--- src/rtl/fetch_stage.sv ---
// IF stage and IF/ID register: owns the PC, reads the synchronous instruction SRAM, feeds decode.
// Latency: one cycle from pc_f to instr_d; stall_f/stall_d hold PC/IF/ID, a hold buffer keeps instr_d stable.
module fetch_stage #(
   parameter logic [31:0] RESET_PC  = 32'hBFC0_0000,
   parameter logic [31:0] NOP_INSTR = 32'h0000_0000
) (
   input  logic        clk,
   input  logic        rst,
   input  logic        stall_f,
   input  logic        stall_d,
   input  logic        flush_d,
   input  logic        branch_d,
   input  logic        redirect_d,
   input  logic [31:0] target_d,
   input  logic        exc_redirect,
   input  logic [31:0] exc_pc,
   output logic        inst_sram_en,
   output logic [31:0] inst_sram_addr,
   input  logic [31:0] inst_sram_rdata,
   output logic [31:0] pc_f,
   output logic [31:0] instr_d,
   output logic [31:0] pc_d,
   output logic [31:0] pc_plus8_d,
   output logic        valid_d,
   output logic        delayslot_d,
   output logic        adel_d
);

   localparam logic [0:0] ST_RUN  = 1'b0;
   localparam logic [0:0] ST_PEND = 1'b1;

   typedef struct packed {
      logic [31:0] pc;
      logic        valid;
      logic        delayslot;
      logic        adel;
   } ifid_t;

   logic [31:0] pcf_q, pcf_d;
   logic [0:0]  state_q, state_d;
   logic [31:0] pend_pc_q, pend_pc_d;
   ifid_t       ifid_q, ifid_d;
   logic        hold_valid_q, hold_valid_d;
   logic [31:0] hold_instr_q, hold_instr_d;
   logic        pending;

   assign pending = (state_q == ST_PEND);

   // A pending exception target outranks ID redirects until the fetch stall drops.
   always_comb begin
      pcf_d = pcf_q;
      if (exc_redirect) begin
         pcf_d = exc_pc;
      end else if (pending && !stall_f) begin
         pcf_d = pend_pc_q;
      end else if (!pending && redirect_d && !stall_d) begin
         pcf_d = target_d;
      end else if (!stall_f) begin
         pcf_d = pcf_q + 32'd4;
      end
   end

   always_comb begin
      state_d   = state_q;
      pend_pc_d = pend_pc_q;
      case (state_q)
         ST_RUN: begin
            if (exc_redirect && stall_f) begin
               state_d   = ST_PEND;
               pend_pc_d = exc_pc;
            end
         end
         ST_PEND: begin
            if (exc_redirect && stall_f) begin
               pend_pc_d = exc_pc;
            end else if (!stall_f) begin
               state_d = ST_RUN;
            end
         end
         default: state_d = ST_RUN;
      endcase
   end

   always_comb begin
      ifid_d       = ifid_q;
      hold_valid_d = hold_valid_q;
      hold_instr_d = hold_instr_q;
      if (exc_redirect || flush_d) begin
         ifid_d.valid     = 1'b0;
         ifid_d.delayslot = 1'b0;
         ifid_d.adel      = 1'b0;
         hold_valid_d     = 1'b0;
      end else if (stall_d) begin
         // SRAM output is only trustworthy on the first stalled cycle; keep a copy.
         if (ifid_q.valid && !hold_valid_q) begin
            hold_valid_d = 1'b1;
            hold_instr_d = inst_sram_rdata;
         end
      end else begin
         ifid_d.pc        = pcf_q;
         ifid_d.valid     = !pending;
         ifid_d.adel      = (pcf_q[1:0] != 2'b00);
         ifid_d.delayslot = branch_d && ifid_q.valid;
         hold_valid_d     = 1'b0;
      end
   end

   always_ff @(posedge clk or posedge rst) begin
      if (rst) begin
         pcf_q        <= RESET_PC;
         state_q      <= ST_RUN;
         pend_pc_q    <= 32'd0;
         ifid_q       <= '0;
         hold_valid_q <= 1'b0;
         hold_instr_q <= NOP_INSTR;
      end else begin
         pcf_q        <= pcf_d;
         state_q      <= state_d;
         pend_pc_q    <= pend_pc_d;
         ifid_q       <= ifid_d;
         hold_valid_q <= hold_valid_d;
         hold_instr_q <= hold_instr_d;
      end
   end

   assign inst_sram_en   = !rst && !stall_f && (pcf_q[1:0] == 2'b00);
   assign inst_sram_addr = pcf_q;
   assign pc_f           = pcf_q;

   assign instr_d     = (!ifid_q.valid || ifid_q.adel) ? NOP_INSTR :
                        hold_valid_q                   ? hold_instr_q : inst_sram_rdata;
   assign pc_d        = ifid_q.pc;
   assign pc_plus8_d  = ifid_q.pc + 32'd8;
   assign valid_d     = ifid_q.valid;
   assign delayslot_d = ifid_q.delayslot;
   assign adel_d      = ifid_q.adel;

endmodule
--- config.mk ---
export PLATFORM = sky130hd
export DESIGN_NAME = fetch_stage
export DESIGN_NICKNAME = d
export VERILOG_FILES = /design/src/rtl/fetch_stage.sv
export SDC_FILE = /design/constraint.sdc
export NUM_CORES = 1
export LEC_CHECK = 0
export BUFFER_PORTS_ARGS = -buffer_cell sky130_fd_sc_hd__buf_2
export CORE_ASPECT_RATIO = 0.7
export CORE_MARGIN = 10
export CORE_UTILIZATION = 43
export DETAILED_ROUTE_END_ITERATION = 7
export PLACE_DENSITY_LB_ADDON = 0.12
export SYNTH_ARGS = -nofsm -noshare
export SYNTH_HDL_FRONTEND = slang
export SYNTH_SLANG_ARGS = --single-unit
--- constraint.sdc ---
create_clock -name clk -period 4.84 [get_ports clk]
set_input_delay 0.726 -clock clk [delete_from_list [all_inputs] [get_ports clk]]
set_output_delay 0.726 -clock clk [all_outputs]
set_load 0.02 [all_outputs]
==> flow_results.xml <==
<?xml version="1.0" encoding="UTF-8"?>
<metrics>
  <group name="outcome">
    <metric name="status" unit="">finished, final reports clean</metric>
  </group>
  <group name="global_route">
    <metric name="grt_first_pass_wirelength" unit="mm">37.61</metric>
    <metric name="grtUsageTotal" unit="%">19.58</metric>
    <metric name="first_global_vias" unit="">6553</metric>
    <metric name="largest_net_degree_at_the_start_of_global_routing" unit="">99</metric>
    <metric name="antenna_violations_before_repair" unit="">4</metric>
    <metric name="overflow" unit="">0</metric>
  </group>
  <group name="drt">
    <metric name="postRouteAntennaNets" unit="">0</metric>
    <metric name="first_pass_drt_iterations" unit="">5</metric>
    <metric name="drt-initial-drc-count" unit="">375</metric>
    <metric name="met1Wirelength" unit="mm">11.39</metric>
    <metric name="dr_total_vias" unit="">6616</metric>
    <metric name="route.detailed.drc" unit="">0</metric>
    <metric name="top_signal_layer_used" unit="">met5</metric>
    <metric name="finalWirelength" unit="mm">24.27</metric>
    <metric name="post_drt_via_cell_ratio" unit="">5.454</metric>
    <metric name="wl_met2" unit="mm">10.73</metric>
    <metric name="wire_per_inst" unit="um">20.00</metric>
    <metric name="wl_met3" unit="mm">1.915</metric>
  </group>
  <group name="clocking">
    <metric name="cts_made_buffers" unit="">17</metric>
    <metric name="cts_resized" unit="">0</metric>
    <metric name="numClockSinks" unit="">133</metric>
    <metric name="post_cts_hold_buffer_count" unit="">0</metric>
    <metric name="post-cts-setup-buffers" unit="">0</metric>
    <metric name="worst_setup_hold_path_clk_slew" unit="ns">0.06</metric>
    <metric name="htreeDepth" unit="">4</metric>
    <metric name="cts_tree" unit="">done</metric>
    <metric name="cts-root-to-sink-buffers" unit="">2</metric>
    <metric name="cts-root-buf" unit="">sky130_fd_sc_hd__clkbuf_16</metric>
    <metric name="clock_latency" unit="ns">0.43</metric>
  </group>
  <group name="setup_path">
    <metric name="cp_data_arrival_time" unit="ns">2.50</metric>
    <metric name="worst-r2r-cell-count" unit="">5</metric>
    <metric name="critPathRequiredTime" unit="ns">4.11</metric>
    <metric name="timing.critical_path.slowest_cell_delay" unit="ns">0.46</metric>
    <metric name="critical_path.cell_chain" unit="">and4_1 -&gt; and3_1 -&gt; nand4_1 -&gt; nor3_1 -&gt; xor2_1 -&gt; buf_2</metric>
    <metric name="r2r-start" unit="">pending$_DFF_PP0_</metric>
    <metric name="crit_path_end" unit="">pc_plus8_d[29]</metric>
    <metric name="timing_worst_setup_path_type" unit="">flip-flop to output pin</metric>
    <metric name="critical_path.startpoint_type" unit="">flip-flop</metric>
    <metric name="timing.critical_path.slowest_stage_cell" unit="">sky130_fd_sc_hd__dfrtp_1</metric>
    <metric name="crit_path_max_fanout" unit="">7</metric>
    <metric name="r2r_end" unit="">inst_sram_addr[29]$_DFFE_PP1P_</metric>
    <metric name="critical_path_depth" unit="">6</metric>
    <metric name="crit_path_start" unit="">pc_d[5]$_DFFE_PP0P_</metric>
    <metric name="critical-path-top-delay-family" unit="">simple AND/OR/NAND/NOR gates</metric>
    <metric name="worst-r2r-setup-slack" unit="ns">1.96</metric>
    <metric name="cp_endpoint_kind" unit="">output pin</metric>
    <metric name="crit_buf_inv" unit="">1</metric>
  </group>
  <group name="timing">
    <metric name="worst_slack" unit="ns">1.613</metric>
    <metric name="timing.fmax" unit="GHz">0.3099</metric>
    <metric name="max_slew.worst_pin.slew" unit="ns">1.097</metric>
    <metric name="setup-violations-final" unit="">0</metric>
    <metric name="report.final.hold_viol_count" unit="">0</metric>
    <metric name="final.setup.tns" unit="ns">0</metric>
    <metric name="fin_worst_skew" unit="ns">0.009432</metric>
    <metric name="number_of_pins_exceeding_their_max_slew_limit_in_the_final_report" unit="">0</metric>
    <metric name="rsz0062_at_grt" unit="">no</metric>
    <metric name="post-route-min-period" unit="ns">3.227</metric>
    <metric name="max_slew_margin" unit="%">26.70</metric>
    <metric name="fin_crit_sh" unit="%">66.67</metric>
  </group>
  <group name="placement">
    <metric name="place_congestion" unit="">0.8116</metric>
    <metric name="detailedPlace.worstSlack" unit="ns">1.538</metric>
    <metric name="numPortBuffers" unit="">267</metric>
    <metric name="dpl.hpwl" unit="mm">17.42</metric>
    <metric name="postPlaceCellArea" unit="sq um">8931</metric>
  </group>
  <group name="pwr">
    <metric name="power.switching_fraction" unit="%">35.11</metric>
    <metric name="peakVddDrop" unit="uV">207.9</metric>
    <metric name="comb_power_share" unit="%">27.6</metric>
    <metric name="power.total" unit="mW">4.008</metric>
    <metric name="switching_component_of_the_power" unit="mW">1.407</metric>
    <metric name="cellPowerDensity" unit="nW/um^2">419.9</metric>
    <metric name="p_leak" unit="nW">4.337</metric>
    <metric name="cell_internal_pwr" unit="mW">2.601</metric>
    <metric name="seq_power_share" unit="%">38.8</metric>
    <metric name="pwr-share-clk" unit="%">33.5</metric>
  </group>
  <group name="floorplan">
    <metric name="die-width" unit="um">180.0</metric>
    <metric name="fp.dieArea" unit="sq um">23750</metric>
    <metric name="core_area" unit="sq um">17370</metric>
    <metric name="floorplan.initialDensity" unit="%">44.35</metric>
    <metric name="rows" unit="">40</metric>
    <metric name="i_o_pins" unit="">268</metric>
    <metric name="fp.dieH" unit="um">132.0</metric>
  </group>
  <group name="yosys">
    <metric name="ys_ff_latch" unit="">133</metric>
    <metric name="synth_fp_nets" unit="">859</metric>
    <metric name="synth_async_sr_flop_share" unit="%">100.0</metric>
    <metric name="netlist_instances" unit="">753</metric>
    <metric name="ys.flop_type" unit="">sky130_fd_sc_hd__dfrtp_1</metric>
    <metric name="synth.avg_cell_area" unit="sq um">10.23</metric>
    <metric name="synth_edf_count" unit="">0</metric>
    <metric name="ys_types" unit="">72</metric>
    <metric name="synth_seq_area_share" unit="%">43.36</metric>
    <metric name="yosys_warnings" unit="">0</metric>
    <metric name="netlist_area_before_placement" unit="sq um">7702</metric>
  </group>
  <group name="finish">
    <metric name="ratio_of_cells_with_drive_above_1_in_the_final_layout" unit="%">43.47</metric>
    <metric name="design_area" unit="sq um">9545</metric>
    <metric name="synthToLayoutAreaGrowth" unit="%">23.93</metric>
    <metric name="finish.utilization" unit="%">54.96</metric>
    <metric name="layout_common_cells" unit="">267 x sky130_fd_sc_hd__buf_2, 123 x sky130_fd_sc_hd__dfrtp_1, 87 x sky130_fd_sc_hd__mux2_2</metric>
    <metric name="final_nets" unit="">1074</metric>
    <metric name="most_common_cell_after_layout_fill_and_taps_aside" unit="">sky130_fd_sc_hd__buf_2</metric>
  </group>
  <group name="flow_run">
    <metric name="maxCapViolCount" unit="">0</metric>
  </group>
  <group name="worst_hold_path">
    <metric name="worst_hold_path_type" unit="">flip-flop to flip-flop</metric>
  </group>
</metrics>
## worst min path at each step
stage	from	end	cells after the start
after floorplan	pend_pc_q[15]$_DFFE_PP0P_	pend_pc_q[15]$_DFFE_PP0P_	2
final	hold_instr_q[26]$_DFFE_PP0P_	hold_instr_q[26]$_DFFE_PP0P_	1
after CTS	hold_instr_q[26]$_DFFE_PP0P_	hold_instr_q[26]$_DFFE_PP0P_	1
after global routing	hold_instr_q[26]$_DFFE_PP0P_	hold_instr_q[26]$_DFFE_PP0P_	1
after global placement	hold_instr_q[26]$_DFFE_PP0P_	hold_instr_q[26]$_DFFE_PP0P_	1
after detailed placement	hold_instr_q[26]$_DFFE_PP0P_	hold_instr_q[26]$_DFFE_PP0P_	1
## area by class of cell
type / count / area (sq um)
Antenna cell: 2 / 5.005
Tap cell: 231 / 289.0
Sequential cell: 133 / 3341
Clock buffer: 20 / 456.7
Inverter: 11 / 46.29
Clock inverter: 11 / 152.6
Multi-Input combinational cell: 530 / 3859
Fill cell: 1604 / 7821
Timing Repair Buffer: 275 / 1396
## sequential cells by signal, summed over array words and instances, names as in the netlist
register / cells
delayslot_d: 1
pend_pc_q: 32
hold_instr_q: 32
pc_d: 32
valid_d: 1
inst_sram_addr: 32
adel_d: 1
pending: 1
hold_valid_q: 1
## worst register-to-register path, stage by stage (launching register included)
cell and delay [ns]:
sky130_fd_sc_hd__dfrtp_1 0.45, sky130_fd_sc_hd__or3b_1 0.79, sky130_fd_sc_hd__nand2_1 0.93, sky130_fd_sc_hd__nand4_1 0.21
sky130_fd_sc_hd__xor2_1 0.22, sky130_fd_sc_hd__o31ai_2 0.19
## power groups by stage
stage / Clock, mW / Combinational [mW] / Sequential, mW
after floorplan: 0 / 0.673 / 1.64
after global placement: 0 / 1.11 / 1.57
after detailed placement: 0 / 1.12 / 1.57
after CTS: 1.36 / 1.12 / 1.55
after global routing: 1.41 / 1.20 / 1.59
final: 1.34 / 1.11 / 1.56
## metal layers
| layer | global-route usage (%) | vias up |
|---|---|---|
| met5 | 0 | - |
| met3 | 5.815 | 22 |
| met1 | 26.82 | 3217 |
| met4 | 5.131 | 4 |
| met2 | 29.38 | 249 |
| li1 | - | 3124 |
## cells in the mapped netlist (all sizes together) (12+ instances only)
library cell / number / area [sq um]
xor2: 22 / 192.7
a221oi: 12 / 105.1
buf: 64 / 427.9
nand2: 59 / 221.5
a21oi: 28 / 143.9
nor2: 79 / 301.5
clkbuf: 15 / 56.30
xnor2: 17 / 148.9
mux2: 90 / 1013
mux2i: 37 / 370.4
o21ai: 30 / 150.1
nand3: 25 / 160.1
dfrtp: 124 / 3103
## per-stage QoR
step,std cells,hold WS [ns]
floorplan,753,0.4509
global placement,1180,0.4709
detailed placement,1180,0.4762
CTS,1211,0.4897
global route,1211,0.5114
finish,1213,0.4873
## cells by family after synthesis
group | after synthesis | share of synthesized area (%)
AO/OA/AOI/OAI | 132 | 11.68
XOR/XNOR | 39 | 4.435
adder cells (fa/ha/maj) | 2 | 0.3248
buffers and inverters | 90 | 6.823
flip-flops | 133 | 43.36
multiplexers | 127 | 17.97
AND/OR/NAND/NOR | 230 | 15.42
Note: power is estimated with default switching activity, not from simulation.
